### src/rtl/sa_cache_pkg.sv
// Shared line-format constants and the packed line type for the set-associative cache.
package sa_cache_pkg;

   localparam int TAG_BITS        = 18;
   localparam int LINE_SIZE_BYTES = 4;
   localparam int LINE_SIZE_BITS  = 8 * LINE_SIZE_BYTES;
   localparam int LINE_WIDTH      = 3 + TAG_BITS + LINE_SIZE_BITS;

   localparam int VALID_POS = LINE_WIDTH - 1;
   localparam int DIRTY_POS = LINE_WIDTH - 2;
   localparam int LRU_POS   = LINE_WIDTH - 3;
   localparam int TAG_MSB   = LINE_WIDTH - 4;

   typedef struct packed {
      logic                      valid;
      logic                      dirty;
      logic                      lru;
      logic [TAG_BITS-1:0]       tag;
      logic [LINE_SIZE_BITS-1:0] data;
   } cache_line_t;

endpackage

### src/rtl/way_tag_compare.sv
// Per-way hit detect: full-width tag equality qualified by the line's valid bit.
module way_tag_compare #(
   parameter int TAG_BITS = sa_cache_pkg::TAG_BITS
) (
   input  logic [TAG_BITS-1:0] i_tag,
   input  logic [TAG_BITS-1:0] i_line_tag,
   input  logic                i_line_valid,
   output logic                o_hit
);

   assign o_hit = i_line_valid & (i_line_tag == i_tag);

endmodule

### src/rtl/way_hit_select.sv
// Hit detection and one-hot way select for one cache set, registered one cycle after i_req.
// WAY_MULTI_HIT_CHECK_EN: when defined, o_multi_hit flags more than one hitting way; else tied 0.
module way_hit_select #(
   parameter int WAYS            = 4,
   parameter int TAG_BITS        = sa_cache_pkg::TAG_BITS,
   parameter int LINE_SIZE_BYTES = sa_cache_pkg::LINE_SIZE_BYTES,
   localparam int LINE_SIZE_BITS = 8 * LINE_SIZE_BYTES,
   localparam int LINE_WIDTH     = 3 + TAG_BITS + LINE_SIZE_BITS,
   localparam int IDX_W          = (WAYS > 1) ? $clog2(WAYS) : 1
) (
   input  logic                       clk,
   input  logic                       rst,
   input  logic                       i_req,
   input  logic [TAG_BITS-1:0]        i_tag,
   input  logic [WAYS*LINE_WIDTH-1:0] i_set,
   output logic                       o_valid,
   output logic                       o_hit,
   output logic [WAYS-1:0]            o_hit_vec,
   output logic [IDX_W-1:0]           o_way_idx,
   output logic [LINE_SIZE_BITS-1:0]  o_line_data,
   output logic                       o_dirty,
   output logic                       o_lru,
   output logic                       o_multi_hit
);

   localparam int VALID_OFS = LINE_WIDTH - 1;
   localparam int DIRTY_OFS = LINE_WIDTH - 2;
   localparam int LRU_OFS   = LINE_WIDTH - 3;
   localparam int TAG_OFS   = LINE_WIDTH - 4;

   logic [WAYS-1:0]           w_hit;
   logic [WAYS-1:0]           w_sel;
   logic [IDX_W-1:0]          w_idx;
   logic [LINE_SIZE_BITS-1:0] w_data;
   logic                      w_dirty;
   logic                      w_lru;
   logic                      w_multi;

   for (genvar w = 0; w < WAYS; w++) begin : g_way
      way_tag_compare #(.TAG_BITS(TAG_BITS)) u_cmp (
         .i_tag        (i_tag),
         .i_line_tag   (i_set[w*LINE_WIDTH + TAG_OFS -: TAG_BITS]),
         .i_line_valid (i_set[w*LINE_WIDTH + VALID_OFS]),
         .o_hit        (w_hit[w])
      );
   end

   // Isolate the lowest set bit so the mux below stays strictly one-hot.
   assign w_sel = w_hit & (~w_hit + WAYS'(1));

   always_comb begin
      w_idx   = '0;
      w_data  = '0;
      w_dirty = 1'b0;
      w_lru   = 1'b0;
      for (int w = 0; w < WAYS; w++) begin
         if (w_sel[w]) begin
            w_idx   = w_idx   | IDX_W'(w);
            w_data  = w_data  | i_set[w*LINE_WIDTH +: LINE_SIZE_BITS];
            w_dirty = w_dirty | i_set[w*LINE_WIDTH + DIRTY_OFS];
            w_lru   = w_lru   | i_set[w*LINE_WIDTH + LRU_OFS];
         end
      end
   end

`ifdef WAY_MULTI_HIT_CHECK_EN
   assign w_multi = |(w_hit & (w_hit - WAYS'(1)));
`else
   assign w_multi = 1'b0;
`endif

   always_ff @(posedge clk or posedge rst) begin
      if (rst) begin
         o_valid     <= 1'b0;
         o_hit       <= 1'b0;
         o_hit_vec   <= '0;
         o_way_idx   <= '0;
         o_line_data <= '0;
         o_dirty     <= 1'b0;
         o_lru       <= 1'b0;
         o_multi_hit <= 1'b0;
      end else begin
         o_valid <= i_req;
         if (i_req) begin
            o_hit       <= |w_hit;
            o_hit_vec   <= w_hit;
            o_way_idx   <= w_idx;
            o_line_data <= w_data;
            o_dirty     <= w_dirty;
            o_lru       <= w_lru;
            o_multi_hit <= w_multi;
         end
      end
   end

endmodule

### config.mk
export PLATFORM = sky130hd
export DESIGN_NAME = way_hit_select
export DESIGN_NICKNAME = d
export VERILOG_FILES = /design/src/rtl/sa_cache_pkg.sv /design/src/rtl/way_tag_compare.sv /design/src/rtl/way_hit_select.sv
export SDC_FILE = /design/constraint.sdc
export NUM_CORES = 1
export LEC_CHECK = 0
export BUFFER_PORTS_ARGS = -buffer_cell sky130_fd_sc_hd__buf_2
export CAP_MARGIN = 20
export CORE_AREA = 2 2 106 108
export DETAILED_ROUTE_END_ITERATION = 8
export DIE_AREA = 0 0 108 110
export PLACE_DENSITY = 0.78
export SETUP_SLACK_MARGIN = 0.3
export SYNTH_ARGS = -nofsm -noshare
export SYNTH_HDL_FRONTEND = slang
export SYNTH_SLANG_ARGS = --single-unit
### constraint.sdc
create_clock -name clk -period 1.1 [get_ports clk]
set_input_delay 0.22 -clock clk [delete_from_list [all_inputs] [get_ports clk]]
set_output_delay 0.22 -clock clk [all_outputs]
set_load 0.05 [all_outputs]
* Word level (Yosys, flattened, before mapping)
Index checks and enable logic that the tools add are counted.
** Storage, ports and cells
- Register bits after elaboration :: 42
- Bits of input ports :: 233
- Output and inout bits :: 43
- Word-level logic and storage cells :: 43
** Operators by class
- Add/sub/neg operators :: 1
- Eq/ne operators :: 4
- Multiplexer cells :: 15
- Bitwise gates (word level) :: 15
- Reduce and logical (&&, ||, !) cells :: 1
** Operators with widths (count)
- two-way mux 32 bit :: 4
- OR 32 bit :: 3
- equality test 18 bit :: 4
- two-way mux 1 bit :: 9
- OR 1 bit :: 6
- adder 4 x 1 -> 4 bit, second input constant :: 1
- AND 1 bit :: 4
- AND 4 bit :: 1
- two-way mux 2 bit :: 2
- NOT 4 bit :: 1
- OR reduction 4 bit :: 1

* Longest topological paths before layout
- Depth in word-level cells :: 12
- Gate-level depth with buffers :: 9
- Gate-level depth less buffers :: 6

* Hierarchy
From an unflattened synthesis, not the netlist that was laid out.
** Second synthesis, totals
- Cell total of the unflattened synthesis :: 387
- Area, all modules :: 3276.9 µm²
** Modules (own cells, without submodules)
- way_hit_select :: instances 1, cells each 291, area an instance 2466.1 µm², seq. area each 1051.0 µm²
- way_tag_compare :: instances 4, cells each 24, area an instance 202.7 µm², seq. area each 0.0 µm²

* Worst setup path before layout
No wires, ideal clock.
- Path kind :: input to register
- Start :: in i_tag[2]
- End :: reg o_line_data[21]
- Library setup time :: 126 ps
- Arrival time :: 1847 ps
- Data required time :: 974 ps
- Path slack :: -873 ps
- Stages on the path :: 8
- Path buffers :: 2
- Path through :: xnor2_1 > nand4_2 > or4_1 > buf_6 > buf_6 > o2111ai_1 > a21oi_1 > a221o_1
** On the way
- Cells in the longest elaborated chain, start to end :: 12
- Elaborated cells between the ends (all ways) :: 18
- Those cells by class :: 1 x add/sub; 4 x eq/ne; 4 x mux; 9 x bitwise
** RTL lines
- start: declaration :: line way_hit_select.sv:14 : input logic [TAG_BITS-1:0] i_tag,
- equality test 18 bit :: line way_tag_compare.sv:11 : assign o_hit = i_line_valid & (i_line_tag == i_tag);
- AND 1 bit :: line way_tag_compare.sv:11
- NOT 4 bit :: line way_hit_select.sv:49 : assign w_sel = w_hit & (~w_hit + WAYS'(1));
- adder 4 x 1 -> 4 bit :: line way_hit_select.sv:49
- AND 4 bit * :: line way_hit_select.sv:49
- two-way mux 32 bit :: line way_hit_select.sv:57 : if (w_sel[w]) begin
- OR 32 bit :: line way_hit_select.sv:59 : w_data = w_data | i_set[w*LINE_WIDTH +: LINE_SIZE_BITS];
- two-way mux 32 bit :: line way_hit_select.sv:57
- OR 32 bit :: line way_hit_select.sv:59
- two-way mux 32 bit :: line way_hit_select.sv:57
- OR 32 bit :: line way_hit_select.sv:59
- two-way mux 32 bit * :: line way_hit_select.sv:57
- end signal: assignment :: line way_hit_select.sv:88 : o_line_data <= w_data;
- end: declaration :: line way_hit_select.sv:20 : output logic [LINE_SIZE_BITS-1:0] o_line_data,
Mark *: on every way between the ends. The rest lies on a longest branch, timed or not.
A chain may end at the register's enable or synchronous reset.

* Final worst setup path
- Start :: in i_set[36]
- End :: reg o_line_data[0]
** On the way
- Cells in the longest elaborated chain, start to end :: 12
** RTL lines
- start: declaration :: line way_hit_select.sv:15 : input logic [WAYS*LINE_WIDTH-1:0] i_set,
- equality test 18 bit * :: line way_tag_compare.sv:11
- AND 1 bit * :: line way_tag_compare.sv:11
- NOT 4 bit :: line way_hit_select.sv:49
- adder 4 x 1 -> 4 bit :: line way_hit_select.sv:49
- AND 4 bit * :: line way_hit_select.sv:49
- two-way mux 32 bit :: line way_hit_select.sv:57
- OR 32 bit :: line way_hit_select.sv:59
- two-way mux 32 bit :: line way_hit_select.sv:57
- OR 32 bit :: line way_hit_select.sv:59
- two-way mux 32 bit :: line way_hit_select.sv:57
- OR 32 bit :: line way_hit_select.sv:59
- two-way mux 32 bit * :: line way_hit_select.sv:57
Marked as above.

==> flow_metrics.tcl <==
set metrics [dict create \
    outcome "complete, but fails checks" \
    violations_in_the_final_reports "setup timing" \
    gr-usage-met3 0.0523 \
    wl_per_cell_um 22.2 \
    crit-reg2reg-capture "o_line_data[25]" \
    drt-initial-drc-count 810 \
    place_area_um2 5870 \
    clkSlewWorstSetupHoldPaths_ns 0.09 \
    fp-row-count 38 \
    grt_setup_unrepaired "true" \
    hold_viol_final 0 \
    yosys.cell_types.count 41 \
    layout.core_utilization 0.719 \
    layout.nets 1017 \
    netlist_instances 444 \
    die_h_um 110 \
    tritoncts "built" \
    place.detailed.instances 867 \
    critical_path.max_fanout 8 \
    grt_pass1_vias 5572 \
    met1_usage 0.336 \
    cts_htree_levels 2 \
    timing.critical_path.cells "buf_2 -> xnor2_2 -> nand4_1 -> or4_4 -> buf_16 -> o31ai_4 -> a21oi_2 -> a221o_1" \
    finalHoldWorstSlack_ns 0.141 \
    cts_num_sinks 42 \
    number_of_buffers_created_by_cts 5 \
    dr.pass1.iters 8 \
    fp.dieArea_um2 11900 \
    yosysSeqAreaShare 0.277 \
    clk_path_buf_depth 2 \
    core_area_um2 10700 \
    design_area_um2 7700 \
    reg2reg_setup_slack_ns 0.08 \
    routed_via_density 6.11 \
    seqPwrFrac 0.356 \
    gpl.final_weighted_congestion 0.923 \
    port_buffers 274 \
    power.leakage_nw 3.32 \
    critPathRequiredTime_ns 1.29 \
    io_pins 276 \
    fin_skew_ns 0 \
    crit_buf_inv 2 \
    antenna-diode-count 0 \
    globalRouteTotalUtil 0.301 \
    setup.worst_path.class "input port to flop" \
    drv.max_cap_violation_count 0 \
    remaining_drc_errors 0 \
    globalRoute.busiestLayer "met2" \
    die_x_um 108 \
    synth_seq_cells 42 \
    netlist_area_um2 3800 \
    clock_insertion_delay_worst_skew_ns 0.30 \
    yosysWarningCount 0 \
    reg2reg_depth 4 \
    detail_route.wirelength_um 20500 \
    p_switching_mw 1.44 \
    slowest_delay_ns 0.64 \
    holdCritStartpoint "i_set[168]" \
    intPower_mw 2.91 \
    cp.arrival_ns 2.09 \
    postLayoutSetupSlackWorst_ns -0.805 \
    max_clock_freq_mhz 525 \
    timing.rr.start "o_line_data[25]" \
    combPwrFrac 0.401 \
    syn_nets 677 \
    largest_net_degree_at_the_start_of_global_routing 50 \
    holdCritPathClass "input port to flop" \
    setup.worst_path.end_class "flop" \
    minimum_clock_period_after_layout_ns 1.91 \
    holdPathEnd "o_line_data[9]" \
    globalRoute.totalOverflow 0 \
    max-vdd-ir-drop_v 0.000387 \
    fin_cells 925 \
    flow.area_growth_from_synthesis_pct 103 \
    layout-drive-gt1-share 0.660 \
    worst_setup_path_start_kind "input port" \
    clock_power_share 0.243 \
    finalSetupViolCount 51 \
    min_delay_path_depth 2 \
    vias 5650 \
    ant_nets 0 \
    grt_util_met2 0.555 \
    antenna_found_initial 0 \
    grt_pass1_wl_um 27400 \
    ctsRootBufferMaster "sky130_fd_sc_hd__clkbuf_8" \
    crit_slowest_cell "sky130_fd_sc_hd__or4_4" \
    fin_crit_sh 1.73 \
    dp_hpwl_um 12900 \
    net_switching_share_of_the_total_power 0.331 \
    initial_utilization 0.355 \
    slew_violations 0 \
    powerDensity_nw_per_um2 564 \
    critical-path-top-delay-family "simple AND/OR/NAND/NOR gates" \
    post_synth.cell_area_avg_um2 8.55 \
]
## kinds of logic after synthesis
logic type      count (synthesis)  share of synthesized area
compound gates                162                      0.325
xor+xnor                       72                      0.168
buf+inv                        47                     0.0593
flops                          42                      0.277
mux                             3                    0.00890
other cells                     1                   0.000988
simple gates                  117                      0.161
## final cells by class
| type | count | area [um2] |
|---|---|---|
| fillers | 734 | 3000 |
| well taps | 140 | 175 |
| repair buffers | 378 | 3010 |
| clock buffers | 6 | 82.6 |
| multi-input cells | 355 | 3310 |
| flip-flops and latches | 42 | 1090 |
| inverters | 2 | 11.3 |
| clock inverters | 2 | 12.5 |
## timing repair
action | 4_1_cts | 5_1_grt
cloned | 7 | 4
endpoints found under the hold margin | 37 | 0
buffers inserted | 26 | 12
pin swaps | 22 | 40
hold buffers | 1 | 0
setup endpoints to repair | 83 | 125
gates resized for setup | 169 | 102
## through the flow
stage               total power [mW]  setup slack, ns  TNS (ns)
floorplan                       2.11           -0.867    -30.47
finish                          4.34           -0.805    -27.35
global route                    4.51           -0.836    -30.13
global placement                2.89            -1.13    -42.05
detailed placement              2.93            -1.20    -44.12
CTS                             4.11           -0.695    -24.82
## cells in the mapped netlist, drive strengths merged
master,count,area (um2)
o311a,17,170
and2,1,6.26
a21o,1,7.51
buf,11,90.1
nand2,43,161
mux2,3,33.8
clkbuf,34,128
or3,1,6.26
nor2,9,41.3
nor3,21,110
a221o,17,170
or2,1,6.26
o2111ai,17,149
nand4,13,87.6
o31ai,17,128
a31oi,1,6.26
a311oi,1,8.76
nand3,19,95.1
a21boi,1,7.51
inv,2,7.51
o21ai,37,185
xnor2,47,419
dfrtp,42,1050
a22oi,1,12.5
nor4,6,73.8
xor2,25,219
conb,1,3.75
and4,1,8.76
a21oi,18,90.1
or4,2,15.0
a32oi,34,298
## cells in the final DEF, fill, tap and decap left out, drive strengths merged, types with 3 or more instances in the layout
cell type and instances:
a221o 17, a32oi 34, nand2 43, nand3 19, nand4 13, o31ai 17, o2111ai 17, o311a 17
buf 373, o21ai 37, clkbuf 10, xnor2 47, dfrtp 42, a21oi 18, nor4 6, nor3 21
nor2 9, xor2 25, mux2 3
## flip-flops by register name (all words and copies together), names as in the netlist
| register | cells |
|---|---|
| o_valid | 1 |
| o_hit | 1 |
| o_hit_vec | 4 |
| o_dirty | 1 |
| o_way_idx | 2 |
| o_line_data | 32 |
| o_lru | 1 |
## how the worst max path moves through the flow
| stage | start | end | cells after the start |
|---|---|---|---|
| after detailed placement | i_tag[1] | o_line_data[1] | 9 |
| final | i_set[36] | o_line_data[0] | 8 |
| after floorplan | i_tag[0] | o_line_data[21] | 8 |
| after global routing | i_tag[16] | o_line_data[26] | 8 |
| after CTS | i_tag[9] | o_line_data[30] | 8 |
| after global placement | i_tag[1] | o_line_data[1] | 9 |
## per-layer routing
| metal | up-vias | part of all wire |
|---|---|---|
| met5 | - | 0 |
| met4 | 0 | 0.055 |
| met2 | 462 | 0.51 |
| li1 | 2424 | - |
| met3 | 117 | 0.089 |
| met1 | 2647 | 0.35 |
## worst reg2reg max path: cells and delay by family, from the launching register on
family,cells,cell delay (ns)
compound gates,2,0.23
flops,1,0.42
buf+inv,2,0.26
## power groups by stage
stage          Clock [mW]  Sequential [mW]  Combinational [mW]
2_1_floorplan           0             1.58               0.529
5_1_grt              1.14             1.55                1.83
6_report             1.05             1.55                1.74
3_3_place_gp            0             1.58                1.32
3_5_place_dp            0             1.58                1.35
4_1_cts              1.08             1.54                1.49
No activity file was read; power rests on OpenSTA's default activity.
